### config.mk
export PLATFORM = sky130hd
export DESIGN_NAME = btle_synth_ctrl
export DESIGN_NICKNAME = d
export VERILOG_FILES = /design/src/rtl/btle_synth_ctrl.sv
export SDC_FILE = /design/constraint.sdc
export NUM_CORES = 1
export LEC_CHECK = 0
export BUFFER_PORTS_ARGS = -buffer_cell sky130_fd_sc_hd__buf_4
export CAP_MARGIN = 20
export CORE_MARGIN = 2
export CORE_UTILIZATION = 60
export CTS_CLUSTER_SIZE = 8
export DETAILED_ROUTE_END_ITERATION = 8
export GPL_TIMING_DRIVEN = 1
export MAX_ROUTING_LAYER = met4
export PLACE_DENSITY = 0.8
export SLEW_MARGIN = 20
export SYNTH_ARGS = -nofsm -noshare
export SYNTH_HDL_FRONTEND = slang
export SYNTH_SLANG_ARGS = --single-unit
### constraint.sdc
create_clock -name clk -period 2.45 [get_ports clk]
set_input_delay 0.1225 -clock clk [delete_from_list [all_inputs] [get_ports clk]]
set_output_delay 0.1225 -clock clk [all_outputs]
set_load 0.01 [all_outputs]
### src/rtl/btle_synth_ctrl.sv
// BLE channel -> synthesizer programming controller.
// Maps the selected channel to MHz, shifts a 24-bit SPI frame, waits for settling, flags LO ready.
module btle_synth_ctrl #(
  parameter int          CHANNEL_NUMBER_BIT_WIDTH = 6,
  parameter int          SPI_DIV                  = 4,
  parameter int          SETTLE_CYCLES            = 640,
  parameter logic [7:0]  REG_ADDR                 = 8'h10
) (
  input  logic                                clk,
  input  logic                                rst,
  input  logic [CHANNEL_NUMBER_BIT_WIDTH-1:0] tx_channel_number,
  input  logic [CHANNEL_NUMBER_BIT_WIDTH-1:0] rx_channel_number,
  input  logic                                tx_sel,
  output logic                                spi_cs_n,
  output logic                                spi_sclk,
  output logic                                spi_mosi,
  output logic                                synth_busy,
  output logic                                synth_ready,
  output logic                                chan_err,
  output logic [11:0]                         rf_freq_mhz
);

  localparam int W       = CHANNEL_NUMBER_BIT_WIDTH;
  localparam int CNT_MAX = (SETTLE_CYCLES > SPI_DIV) ? SETTLE_CYCLES : SPI_DIV;
  localparam int CNT_W   = $clog2(CNT_MAX + 1);
  localparam logic [CNT_W-1:0] DIV_LAST    = CNT_W'(SPI_DIV - 1);
  localparam logic [CNT_W-1:0] SETTLE_LAST = CNT_W'(SETTLE_CYCLES - 1);

  typedef enum logic [2:0] {
    S_IDLE, S_MAP, S_CS_SETUP, S_SHIFT, S_CS_HOLD, S_SETTLE
  } state_t;

  function automatic logic [11:0] chan_to_mhz(input logic [W-1:0] ch);
    logic [11:0] k;
    k = 12'(ch);
    if (k <= 12'd10)      return 12'd2404 + (k << 1);
    else if (k <= 12'd36) return 12'd2428 + ((k - 12'd11) << 1);
    else if (k == 12'd37) return 12'd2402;
    else if (k == 12'd38) return 12'd2426;
    else if (k == 12'd39) return 12'd2480;
    else                  return 12'd0;
  endfunction

  state_t           state_q, state_d;
  logic [CNT_W-1:0] cnt_q, cnt_d;
  logic [4:0]       bit_q, bit_d;
  logic [23:0]      shift_q, shift_d;
  logic             cur_tx_q, cur_tx_d;
  logic [W-1:0]     cur_ch_q, cur_ch_d;
  logic [11:0]      freq_q, freq_d;
  logic             prog_tx_q, prog_tx_d;
  logic [W-1:0]     prog_ch_q, prog_ch_d;
  logic             pending_q, pending_d;
  logic             cs_n_q, cs_n_d;
  logic             sclk_q, sclk_d;
  logic             mosi_q, mosi_d;
  logic             busy_q, busy_d;
  logic             ready_q, ready_d;
  logic [11:0]      rf_q, rf_d;

  logic [W-1:0] sel_ch;
  logic         tgt_valid;

  assign sel_ch    = tx_sel ? tx_channel_number : rx_channel_number;
  assign chan_err  = (sel_ch > W'(39));
  assign tgt_valid = !chan_err;

  // NOTE: every *_d gets its current value first, so no path through the case can infer a latch.
  always_comb begin
    state_d   = state_q;
    cnt_d     = cnt_q;
    bit_d     = bit_q;
    shift_d   = shift_q;
    cur_tx_d  = cur_tx_q;
    cur_ch_d  = cur_ch_q;
    freq_d    = freq_q;
    prog_tx_d = prog_tx_q;
    prog_ch_d = prog_ch_q;
    pending_d = pending_q;
    cs_n_d    = cs_n_q;
    sclk_d    = sclk_q;
    mosi_d    = mosi_q;
    busy_d    = busy_q;
    ready_d   = ready_q;
    rf_d      = rf_q;

    unique case (state_q)
      S_IDLE: begin
        if (!tgt_valid) begin
          ready_d   = 1'b0;
          pending_d = 1'b1;  // force a re-send once the index is valid again
        end else if (pending_q || (tx_sel != prog_tx_q) || (sel_ch != prog_ch_q)) begin
          cur_tx_d = tx_sel;
          cur_ch_d = sel_ch;
          busy_d   = 1'b1;
          ready_d  = 1'b0;
          state_d  = S_MAP;
        end
      end

      S_MAP: begin
        freq_d    = chan_to_mhz(cur_ch_q);
        shift_d   = {REG_ADDR, 3'b000, cur_tx_q, chan_to_mhz(cur_ch_q)};
        pending_d = 1'b0;
        cs_n_d    = 1'b0;
        sclk_d    = 1'b0;
        mosi_d    = REG_ADDR[7];
        cnt_d     = '0;
        state_d   = S_CS_SETUP;
      end

      S_CS_SETUP: begin
        cnt_d = cnt_q + 1'b1;
        if (cnt_q == DIV_LAST) begin
          cnt_d   = '0;
          bit_d   = '0;
          state_d = S_SHIFT;
        end
      end

      S_SHIFT: begin
        cnt_d = cnt_q + 1'b1;
        if (cnt_q == DIV_LAST) begin
          cnt_d = '0;
          if (!sclk_q) begin
            sclk_d = 1'b1;
          end else begin
            sclk_d = 1'b0;
            if (bit_q == 5'd23) begin
              state_d = S_CS_HOLD;
            end else begin
              bit_d   = bit_q + 5'd1;
              shift_d = {shift_q[22:0], 1'b0};
              mosi_d  = shift_q[22];
            end
          end
        end
      end

      S_CS_HOLD: begin
        cnt_d = cnt_q + 1'b1;
        if (cnt_q == DIV_LAST) begin
          cnt_d   = '0;
          cs_n_d  = 1'b1;
          mosi_d  = 1'b0;
          state_d = S_SETTLE;
        end
      end

      S_SETTLE: begin
        cnt_d = cnt_q + 1'b1;
        if (cnt_q == SETTLE_LAST) begin
          cnt_d     = '0;
          busy_d    = 1'b0;
          prog_tx_d = cur_tx_q;
          prog_ch_d = cur_ch_q;
          rf_d      = freq_q;
          // A selection that moved mid-sequence is left for IDLE to re-program.
          ready_d   = tgt_valid && (tx_sel == cur_tx_q) && (sel_ch == cur_ch_q);
          state_d   = S_IDLE;
        end
      end

      default: state_d = S_IDLE;
    endcase
  end

  // NOTE: state registers use non-blocking assignments so every flop samples pre-edge values.
  always_ff @(posedge clk) begin
    if (rst) begin
      state_q   <= S_IDLE;
      cnt_q     <= '0;
      bit_q     <= '0;
      shift_q   <= '0;
      cur_tx_q  <= 1'b0;
      cur_ch_q  <= '0;
      freq_q    <= '0;
      prog_tx_q <= 1'b0;
      prog_ch_q <= '0;
      pending_q <= 1'b1;
      cs_n_q    <= 1'b1;
      sclk_q    <= 1'b0;
      mosi_q    <= 1'b0;
      busy_q    <= 1'b0;
      ready_q   <= 1'b0;
      rf_q      <= '0;
    end else begin
      state_q   <= state_d;
      cnt_q     <= cnt_d;
      bit_q     <= bit_d;
      shift_q   <= shift_d;
      cur_tx_q  <= cur_tx_d;
      cur_ch_q  <= cur_ch_d;
      freq_q    <= freq_d;
      prog_tx_q <= prog_tx_d;
      prog_ch_q <= prog_ch_d;
      pending_q <= pending_d;
      cs_n_q    <= cs_n_d;
      sclk_q    <= sclk_d;
      mosi_q    <= mosi_d;
      busy_q    <= busy_d;
      ready_q   <= ready_d;
      rf_q      <= rf_d;
    end
  end

  assign spi_cs_n    = cs_n_q;
  assign spi_sclk    = sclk_q;
  assign spi_mosi    = mosi_q;
  assign synth_busy  = busy_q;
  assign synth_ready = ready_q;
  assign rf_freq_mhz = rf_q;

endmodule

# Yosys cells after proc, flatten, opt, wreduce, memory -nomap -nowiden
# Cells that the tools add are included.
word_totals:
  reg_bits: 85
  inputBits: 15
  output_inout_bits: 18
  elab_cells: 123
classes:
  n_addsub: 5
  order_cmp: 3
  eq_ne: 26
  mux: 47
  bitwise: 1
  n_reduce_logical: 25
ops:
  columns: ["operator", "n"]
  rows:
  - ["two-way mux 23 bit", 3]
  - ["two-way mux 12 bit", 5]
  - ["case mux 23 bit (2 select lines)", 1]
  - ["case mux 10 bit (3 select lines)", 1]
  - ["two-way mux 3 bit", 8]
  - ["two-way mux 10 bit", 2]
  - ["two-way mux 5 bit", 4]
  - ["!= test 2 bit, second input constant", 10]
  - ["equality test 6 bit, second input constant", 3]
  - ["case mux 3 bit (6 select lines)", 1]
  - ["two-way mux 1 bit", 14]
  - ["adder 12 bit, first input constant", 1]
  - ["adder 12 x 7 -> 12 bit, first input constant", 1]
  - ["adder 10 x 1 -> 10 bit, second input constant", 1]
  - ["equality test 10 bit, second input constant", 1]
  - ["equality test 10 x 2 -> 1 bit, second input constant", 1]
  - ["case mux 1 bit (2 select lines)", 5]
  - ["case mux 5 bit (2 select lines)", 1]
  - ["AND reduction 5 bit", 2]
  - ["nonzero test 2 bit", 5]
  - ["AND reduction 2 bit", 4]
  - ["AND reduction 4 bit", 2]
  - ["AND reduction 8 bit", 1]
  - ["subtractor 6 x 4 -> 7 bit, second input constant", 1]
  - ["23 further kinds", 29]

# Depth between registers and ports, before layout
# Gate-level depths: netlist of run 1.
logic_depth:
  depth_word: 7
  depth_mapped: 10
  depth_no_buf: 9

# Least setup slack after synthesis of run 1
# Ideal clock, no wire load.
synth_path:
  kind: "register to register"
  from: "register cur_ch_q[2]"
  to: "register shift_q[7]"
  setup_time_ns: 0.086
  arrival_time_ns: 2.097
  required_time_ns: 2.364
  setup_slack_ns: 0.268
  path_stages_with_launch: 10
  n_path_buf: 1
  period_less_slack_ns: 2.182
  path_cell_list: "dfxtp_1 -> clkbuf_1 -> inv_1 -> ha_1 -> a21oi_1 -> o21ai_0 -> xor2_1 -> a41oi_1 -> o211ai_1 -> a211oi_1"
synth_between:
  elab_chain_len: 7
synth_lines:
  columns: ["item", "line", "rtl"]
  rows:
  - ["start: declaration", "49", "logic [W-1:0] cur_ch_q, cur_ch_d;"]
  - ["start signal: assignment", "193", "cur_ch_q <= cur_ch_d;"]
  - ["branches (longest 5 deep; another with adder 12 bit)", null, null]
  - ["two-way mux 12 bit (*)", "36", "if (k <= 12'd10) return 12'd2404 + (k << 1);"]
  - ["case mux 23 bit (2 select lines) (*)", "87", "unique case (state_q)"]
  - ["end signal: assignment", "191", "shift_q <= shift_d;"]
  - ["end: declaration", "47", "logic [23:0] shift_q, shift_d;"]
# Every way passes the cells marked *.
# A chain may end at the register's enable or synchronous reset.

# Final worst setup path of run 1
layout_path:
  from: "register cur_ch_q[0]"
  to: "register shift_q[4]"
# The elaborated chain is that of the path after synthesis.

==> results.json, run 1 <==
{
  "status": "completed",
  "ff2ff_setup_slack_ns": 0.24,
  "cts_made_buffers": 9,
  "cts.clk_slew.worst_paths_ns": 0.08,
  "synthCells": 509,
  "synth_ff_type": "dfxtp_1",
  "grt_pass1_vias": 3318,
  "die_x_um": 85.9,
  "rr_startpoint": "cur_ch_q[0]",
  "worstPathRequired_ns": 2.66,
  "power_density_nw_per_um2": 704,
  "fin_tns_setup_ns": 0,
  "cts_sinks": 78,
  "relSlewSlack_pct": 43.3,
  "gr-usage-all-layers_pct": 27.0,
  "synthTopCellsByArea": "dfxtp_1 (39%), nand2_1 (7.6%), a21oi_1 (7.3%)",
  "drc": 0,
  "multi_input_area_um2": 2270,
  "p_leak_nw": 1.70,
  "finalNonFillerCells": 614,
  "ff_latch_area_um2": 1560,
  "nets": 557,
  "max_freq_ghz": 0.453,
  "antenna_found_initial": 0,
  "maxCapViolations": 0,
  "routedWlPerCell_um": 15.3,
  "fillers": 534,
  "rsz0062_at_grt": "false",
  "htreeDepth": 3,
  "grt_pass1_wl_mm": 15.6,
  "finalSetupViolCount": 0,
  "fin_util_pct": 70.4,
  "clk_path_buf_depth": 2,
  "n_antenna_cell": 0,
  "die_area_um2": 7380,
  "ir_worst_vdd_uv": 557,
  "postCtsSetupBuffers": 0,
  "vias_per_cell": 5.96,
  "synthArstFlopShare_pct": 0,
  "grtUsageMet2_pct": 41.6,
  "layout_min_cycle_time_ns": 2.21,
  "min_path_type": "input pin to register",
  "root_buffer": "clkbuf_8",
  "gp_routability_congestion": 0.844,
  "synth_area_per_cell_um2": 7.91,
  "cp-start-kind": "register",
  "ys_ff_latch": 78,
  "synth-edff-count": 0,
  "port-buffer-count": 29,
  "rows": 29,
  "cp_data_arrival_time_ns": 2.42,
  "rr_endpoint": "shift_q[4]",
  "skew_ns": 0.00635,
  "coreArea_um2": 6420,
  "met3_usage_pct": 4.43,
  "synth_seq_area_share_pct": 38.8,
  "reg2reg_depth": 9,
  "netlist.area_leader.share_pct": 38.8,
  "drt-pass1-iter-count": 5,
  "start_util_pct": 62.7,
  "drv_slew": 0,
  "critPathKind": "register to register",
  "dp_hpwl_mm": 6.61,
  "hold_end": "cur_tx_q",
  "hold_depth": 3,
  "hold_buffers": 0,
  "drtIter0Drc": 240,
  "antenna_left": 0,
  "num_io_pins": 33,
  "path_max_fanout": 8,
  "hold_viol": 0,
  "grt-ovfl-total": 0,
  "met1_usage_pct": 36.3,
  "gr-max-usage-layer": "met2",
  "tritoncts": "built",
  "ys_warn_count": 0,
  "layout-drive-gt1-share_pct": 14.2,
  "routed_wl_mm": 9.37,
  "insertion_delay_ns": 0.35,
  "yosysUniqueCellTypes": 59,
  "period_share_pct": 90.2,
  "end_kind": "register",
  "syn_to_final_growth_pct": 12.4,
  "worstHoldStart": "tx_sel",
  "dp.cells": 599,
  "grt_max_degree": 70,
  "total_power_mw": 3.18,
  "die_y_um": 85.9,
  "vias": 3657,
  "worst_pin_slew_ns": 0.849,
  "synth_area_leader_cell": "dfxtp_1",
  "synthesis.area_um2": 4030
}
timing repair:
| action | CTS | global route |
|---|---|---|
| setup endpoints to repair | 0 | 3 |
| endpoints found under the hold margin | 0 | 0 |
| resized for setup | 0 | 3 |
power breakdown:
part	internal (mW)	total, mW	switching [mW]
Sequential	1.35	1.44	0.0841
Combinational	0.328	0.795	0.467
Clock	0.490	0.952	0.462
Total	2.17	3.18	1.01
worst max-delay path, stage by stage (launching register included):
cell and delay (ns):
dfxtp_1 0.44, ha_2 0.30, xor2_1 0.25, ha_1 0.24
xnor2_1 0.15, xnor2_1 0.15, a21oi_1 0.06, o31a_1 0.32
nand2_1 0.07, a311oi_1 0.08
registers in the layout, summed over array words and instances (netlist names), 3 cells and up:
name,count
cur_ch_q,6
rf_freq_mhz,9
state_q,3
freq_q,9
bit_q,5
prog_ch_q,6
cnt_q,10
shift_q,22
kinds of logic (layout without fill, tap and decap cells):
logic type	count (synthesis)	count (layout)	synth area share [%]
XOR/XNOR	26	26	5.66
buffers and inverters	46	72	5.13
AO/OA/AOI/OAI	126	126	19.8
multiplexers	10	10	2.70
adder cells (fa/ha/maj)	9	9	2.80
AND/OR/NAND/NOR	213	213	25.0
flip-flops	78	78	38.8
other	1	3	0.0931
cells in the final DEF (no fill, tap or decap), types with 10 or more instances in the layout:
cell / netlist / routed
nor2_1: 45 / 45
buf_4: 3 / 47
nand2_1: 81 / 81
clkbuf_8: 0 / 10
a211oi_1: 12 / 12
a21oi_1: 59 / 59
xnor2_1: 14 / 14
nor3_1: 13 / 13
xor2_1: 12 / 12
o21ai_0: 12 / 12
dfxtp_1: 78 / 77
nand3_1: 23 / 23
metrics by stage:
| step | worst slack [ns] | cell area [µm²] | hold WS (ns) |
|---|---|---|---|
| 3_3_place_gp | 0.236 | 4330 | 0.440 |
| 4_1_cts | 0.0943 | 4520 | 0.163 |
| 6_report | 0.241 | 4520 | 0.180 |
| 3_5_place_dp | 0.129 | 4330 | 0.446 |
| 2_1_floorplan | 0.268 | 4030 | 0.402 |
| 5_1_grt | 0.0527 | 4520 | 0.196 |
synth_stat cells (all sizes together) (2+ instances only):
cell,instances
o31ai,2
nor2b,7
a311oi,4
nor4,3
a221oi,4
nand3b,2
nand2,81
and3,7
a21oi,59
a41oi,2
and2,4
clkbuf,26
ha,9
o211ai,7
o21ai,13
nand4,6
mux2i,9
a211oi,13
nand2b,9
xor2,12
nor2,45
inv,9
a31oi,4
dfxtp,78
nor3,14
or2,3
buf,11
o41ai,2
xnor2,14
o21a,2
or3,3
nand3,23
a22oi,3
final cells by class:
class	instances	share of cell area, %
Sequential cell	78	34.5
Inverter	9	0.747
Timing Repair Buffer	48	8.24
Tap cell	77	2.13
Clock buffer	11	3.13
Clock inverter	4	1.05
Multi-Input combinational cell	387	50.2
routing by layer:
layer	part of all wire, %	wire [µm]	vias to the layer above
met2	47	4370	103
li1	-	-	1843
met3	5.5	517	20
met1	46	4310	1691
met4	1.9	177	0
met5	0	0	-
worst max path at each step:
stage,end,startpoint,cells past startpoint
finish,shift_q[4],cur_ch_q[0],9
global route,shift_q[12],cnt_q[0],8
CTS,shift_q[4],cur_ch_q[1],9
detailed placement,shift_q[4],cur_ch_q[1],9
global placement,shift_q[4],cur_ch_q[1],9
floorplan,shift_q[7],cur_ch_q[2],9
No activity file was read; power rests on OpenSTA's default activity.
==> inputs of run 2 (changes only) <==
- REMOVE_ABC_BUFFERS: unset -> 1
- TNS_END_PERCENT: unset -> 10
==> results.json, run 2 (synthesized netlist as in run 1, its figures left out) <==
{
  "power_frac_comb_pct": 23.6,
  "hold_viol": 0,
  "gp_routability_congestion": 0.929,
  "clk_path_buf_depth": 2,
  "seqPwrFrac_pct": 43.4,
  "grt_max_degree": 70,
  "dp_hpwl_mm": 6.39,
  "end_kind": "register",
  "die_area_um2": 7380,
  "vias_per_cell": 5.97,
  "htreeDepth": 3,
  "largestRegisters": "shift_q (22), cnt_q (10)",
  "finalSetupViolCount": 0,
  "cp_data_arrival_time_ns": 2.46,
  "grt_pass1_wl_mm": 15.4,
  "relSlewSlack_pct": 42.1,
  "fillers": 538,
  "p_sw_mw": 1.05,
  "layout-drive-gt1-share_pct": 14.2,
  "path_delay_family": "compound AO/OA/AOI/OAI gates",
  "n_antenna_cell": 0,
  "cts.clk_slew.worst_paths_ns": 0.08,
  "antenna_left": 0,
  "path_buf_inv": 1,
  "p_leak_nw": 1.71,
  "path_max_fanout": 6,
  "worst_pin_slew_ns": 0.867,
  "port-buffer-count": 29,
  "crit_chain": "inv_1 -> ha_1 -> nor2b_1 -> o21ai_0 -> and2_1 -> a311o_1 -> a221oi_1 -> nor3_1",
  "netSwitchingFraction_pct": 31.8,
  "num_io_pins": 33,
  "ir_worst_vdd_uv": 450,
  "fin_tns_setup_ns": 0,
  "rsz0062_at_grt": "false",
  "nets": 555,
  "layout_commonest_cell": "nand2_1",
  "power_density_nw_per_um2": 728,
  "gr-usage-all-layers_pct": 26.5,
  "skew_ns": 0.00548,
  "routedWlPerCell_um": 14.8,
  "cp-start-kind": "register",
  "clkPwrFrac_pct": 33.1,
  "root_buffer": "clkbuf_8",
  "cts_made_buffers": 9,
  "fin_util_pct": 70.9,
  "status": "completed",
  "max_freq_ghz": 0.444,
  "grt_pass1_vias": 3359,
  "critical_path.max_stage_delay_ns": 0.44,
  "rows": 29,
  "cts_sinks": 78,
  "drt-pass1-iter-count": 5,
  "p_int_mw": 2.26,
  "syn_to_final_growth_pct": 13.1,
  "total_power_mw": 3.32,
  "tritoncts": "built",
  "maxCapViolations": 0,
  "vias": 3658,
  "grt-ovfl-total": 0,
  "drv_slew": 0,
  "drtIter0Drc": 283,
  "period_share_pct": 91.8,
  "regMostFlops": "shift_q",
  "coreArea_um2": 6420,
  "die_y_um": 85.9,
  "layout_min_cycle_time_ns": 2.25,
  "routed_wl_mm": 9.07,
  "start_util_pct": 62.7,
  "drc": 0,
  "critPathKind": "register to register",
  "cpMaxStageDelayCell": "dfxtp_1",
  "die_x_um": 85.9,
  "antenna_found_initial": 0,
  "largest_reg_flops": 22,
  "worstPathRequired_ns": 2.66,
  "min_path_type": "input pin to register",
  "final_cell_mix": "nand2_1 (81), dfxtp_1 (77), a21oi_1 (59)",
  "postCtsSetupBuffers": 0,
  "insertion_delay_ns": 0.35
}
==> run 2: final timing paths <==
| path | slack, ns | to | startpoint | cells past startpoint |
|---|---|---|---|---|
| setup / recovery | 0.20 | shift_q[3] | cur_ch_q[0] | 8 |
| hold / removal | 0.16 | cur_tx_q | tx_sel | 3 |
| setup reg to reg | 0.20 | shift_q[3] | cur_ch_q[0] | 8 |
| hold reg to reg | 0.45 | rf_freq_mhz[2] | rf_freq_mhz[2] | 2 |
==> run 2: timing repair <==
item,CTS,global route
resized for setup,0,4
setup endpoints to repair,0,15
hold buffers,0,0
==> run 2: power groups by stage <==
stage	Combinational (mW)	Clock (mW)	Sequential, mW
floorplan	0.503	0	1.47
global placement	0.758	0	1.46
detailed placement	0.766	0	1.47
CTS	0.771	1.12	1.44
global route	0.861	1.17	1.45
finish	0.782	1.10	1.44
==> run 2: area by class of cell <==
cell class / instances / area [µm²] / share of cell area (%)
flip-flops and latches: 78 / 1560 / 34.3
well taps: 77 / 96.3 / 2.12
clock inverters: 7 / 105 / 2.31
clock buffers: 9 / 124 / 2.72
repair buffers: 46 / 358 / 7.86
inverters: 9 / 33.8 / 0.742
multi-input cells: 387 / 2270 / 49.9
==> run 2: metrics by stage <==
stage / instances / hold slack [ns] / instance area, µm² / setup WS, ns
2_1_floorplan: 474 / 0.192 / 3860 / 0.237
3_3_place_gp: 597 / 0.439 / 4320 / 0.201
3_5_place_dp: 597 / 0.443 / 4320 / 0.148
4_1_cts: 613 / 0.148 / 4540 / 0.112
5_1_grt: 613 / 0.202 / 4550 / 0.0524
6_report: 613 / 0.161 / 4550 / 0.200
==> run 2: tightest hold or removal path, delay by kind of cell <==
kind                   cells  cell delay [ns]
buffers and inverters      1             0.18
muxes                      1             0.10
and+or+nand+nor            1             0.07
==> run 2: routing by layer <==
metal | track usage [%] | vias up | wire length [µm]
li1 | - | 1831 | -
met1 | 34.1 | 1696 | 4240
met2 | 41.3 | 115 | 4280
met3 | 3.75 | 16 | 415
met4 | 11.8 | 0 | 136
met5 | - | - | 0
==> inputs of run 3 (changes only) <==
- CORE_UTILIZATION: 60 -> 50
- PLACE_DENSITY: 0.8 -> 0.69
==> results.json, run 3 (synthesized netlist as in run 1, its figures left out) <==
{
  "drtIter0Drc": 240,
  "nets": 559,
  "final_cell_mix": "nand2_1 (81), dfxtp_1 (78), a21oi_1 (59)",
  "relSlewSlack_pct": 44.4,
  "dp.cells": 626,
  "status": "completed",
  "port-buffer-count": 29,
  "fillers": 740,
  "vias": 3691,
  "path_max_fanout": 9,
  "grt_pass1_wl_mm": 15.7,
  "netSwitchingFraction_pct": 32.7,
  "worstPathRequired_ns": 2.66,
  "grt-ovfl-total": 0,
  "finalSetupViolCount": 0,
  "cp-startpoint": "cur_ch_q[1]",
  "maxCapViolations": 0,
  "power_density_nw_per_um2": 701,
  "critPathKind": "register to register",
  "end_kind": "register",
  "period_share_pct": 92.5,
  "cp_data_arrival_time_ns": 2.48,
  "grt_pass1_vias": 3431,
  "htreeDepth": 3,
  "cts_made_buffers": 9,
  "syn_to_final_growth_pct": 13.8,
  "coreArea_um2": 7770,
  "die_y_um": 93.7,
  "start_util_pct": 51.8,
  "clkPwrFrac_pct": 30.9,
  "num_io_pins": 33,
  "die_area_um2": 8790,
  "fin_tns_setup_ns": 0,
  "rsz0062_at_grt": "false",
  "antenna_left": 0,
  "worst_slack_ns": 0.183,
  "p_leak_nw": 1.71,
  "pre_cts_ws_ns": 0.160,
  "seqPwrFrac_pct": 44.7,
  "clk_path_buf_depth": 2,
  "n_antenna_cell": 0,
  "grt_max_degree": 70,
  "rows": 32,
  "antenna_found_initial": 0,
  "die_x_um": 93.7,
  "p_sw_mw": 1.05,
  "holdWs_ns": 0.164,
  "reg2reg_depth": 9,
  "ff2ff_setup_slack_ns": 0.18,
  "drc": 0,
  "root_buffer": "clkbuf_8",
  "min_path_type": "input pin to register",
  "dpl_cell_area_um2": 4360,
  "ff_latch_area_um2": 1560,
  "tritoncts": "built",
  "rr_endpoint": "shift_q[4]",
  "multi_input_area_um2": 2280,
  "routedWlPerCell_um": 14.4,
  "hold_viol": 0,
  "insertion_delay_ns": 0.35,
  "drv_slew": 0,
  "power_frac_comb_pct": 24.4,
  "layout-drive-gt1-share_pct": 14.4,
  "cts.clk_slew.worst_paths_ns": 0.08,
  "ir_worst_vdd_uv": 364,
  "cp-start-kind": "register",
  "dp_hpwl_mm": 6.57,
  "max_freq_ghz": 0.441,
  "finalNonFillerCells": 642,
  "postCtsSetupBuffers": 0,
  "design_area_um2": 4580,
  "layout_min_cycle_time_ns": 2.27,
  "drt-pass1-iter-count": 4,
  "routed_wl_mm": 9.26,
  "cts_sinks": 78,
  "skew_ns": 0.00786,
  "largestRegisters": "shift_q (22), cnt_q (10)",
  "gp_routability_congestion": 0.889,
  "layout_commonest_cell": "nand2_1",
  "gr-usage-all-layers_pct": 22.8,
  "crit_path_end": "shift_q[4]",
  "p_int_mw": 2.16,
  "regMostFlops": "shift_q",
  "rr_startpoint": "cur_ch_q[1]",
  "largest_reg_flops": 22,
  "worst_pin_slew_ns": 0.833,
  "vias_per_cell": 5.75
}
-- run 3: how the worst min path moves through the flow --
stage	from	end	slack [ns]	cells past startpoint
6_report	tx_sel	cur_tx_q	0.16	3
5_1_grt	tx_sel	cur_tx_q	0.18	3
4_1_cts	tx_sel	cur_tx_q	0.15	3
3_5_place_dp	rf_freq_mhz[2]	rf_freq_mhz[2]	0.45	2
3_3_place_gp	shift_q[22]	shift_q[22]	0.44	2
2_1_floorplan	rst	bit_q[1]	0.19	1
-- run 3: per-stage QoR --
step | util, % | total power, mW
2_1_floorplan | - | 1.97
3_3_place_gp | 56.2 | 2.22
3_5_place_dp | 56.2 | 2.24
4_1_cts | 58.8 | 3.23
5_1_grt | 59.0 | 3.40
6_report | 59.0 | 3.21
-- run 3: cell type report --
cell class | count | share of cell area, %
tap | 102 | 2.79
clock buffer | 9 | 2.70
timing repair buffer | 50 | 8.19
clock inverter | 7 | 1.72
sequential | 78 | 34.1
inverter | 9 | 0.737
multi-input combinational | 387 | 49.8
-- run 3: critical path: stages, from the launching register on --
cell      delay, ns
dfxtp_1        0.52
ha_1           0.27
xor2_1         0.27
ha_1           0.23
xnor2_1        0.14
xnor2_1        0.15
a21oi_1        0.07
o31a_1         0.32
nand2_1        0.08
a311oi_1       0.08
-- run 3: repair_timing --
action,in CTS,in global routing
gates resized for setup,0,2
hold endpoints to repair,0,0
endpoints found under the setup margin,0,4
hold buffers,0,0
-- run 3: power groups by stage --
stage               Combinational, mW  Sequential (mW)  Clock (mW)
floorplan                       0.503             1.47           0
global placement                0.758             1.46           0
detailed placement              0.775             1.46           0
CTS                             0.777             1.43        1.02
global route                    0.881             1.45        1.07
finish                          0.785             1.43       0.993
-- run 3: layer usage --
layer | routed length (µm) | GRT usage (%) | part of all wire (%)
met2 | 4380 | 36.5 | 47
met5 | 0 | - | 0
met1 | 4310 | 28.8 | 47
met4 | 165 | 8.82 | 1.8
met3 | 401 | 4.25 | 4.3
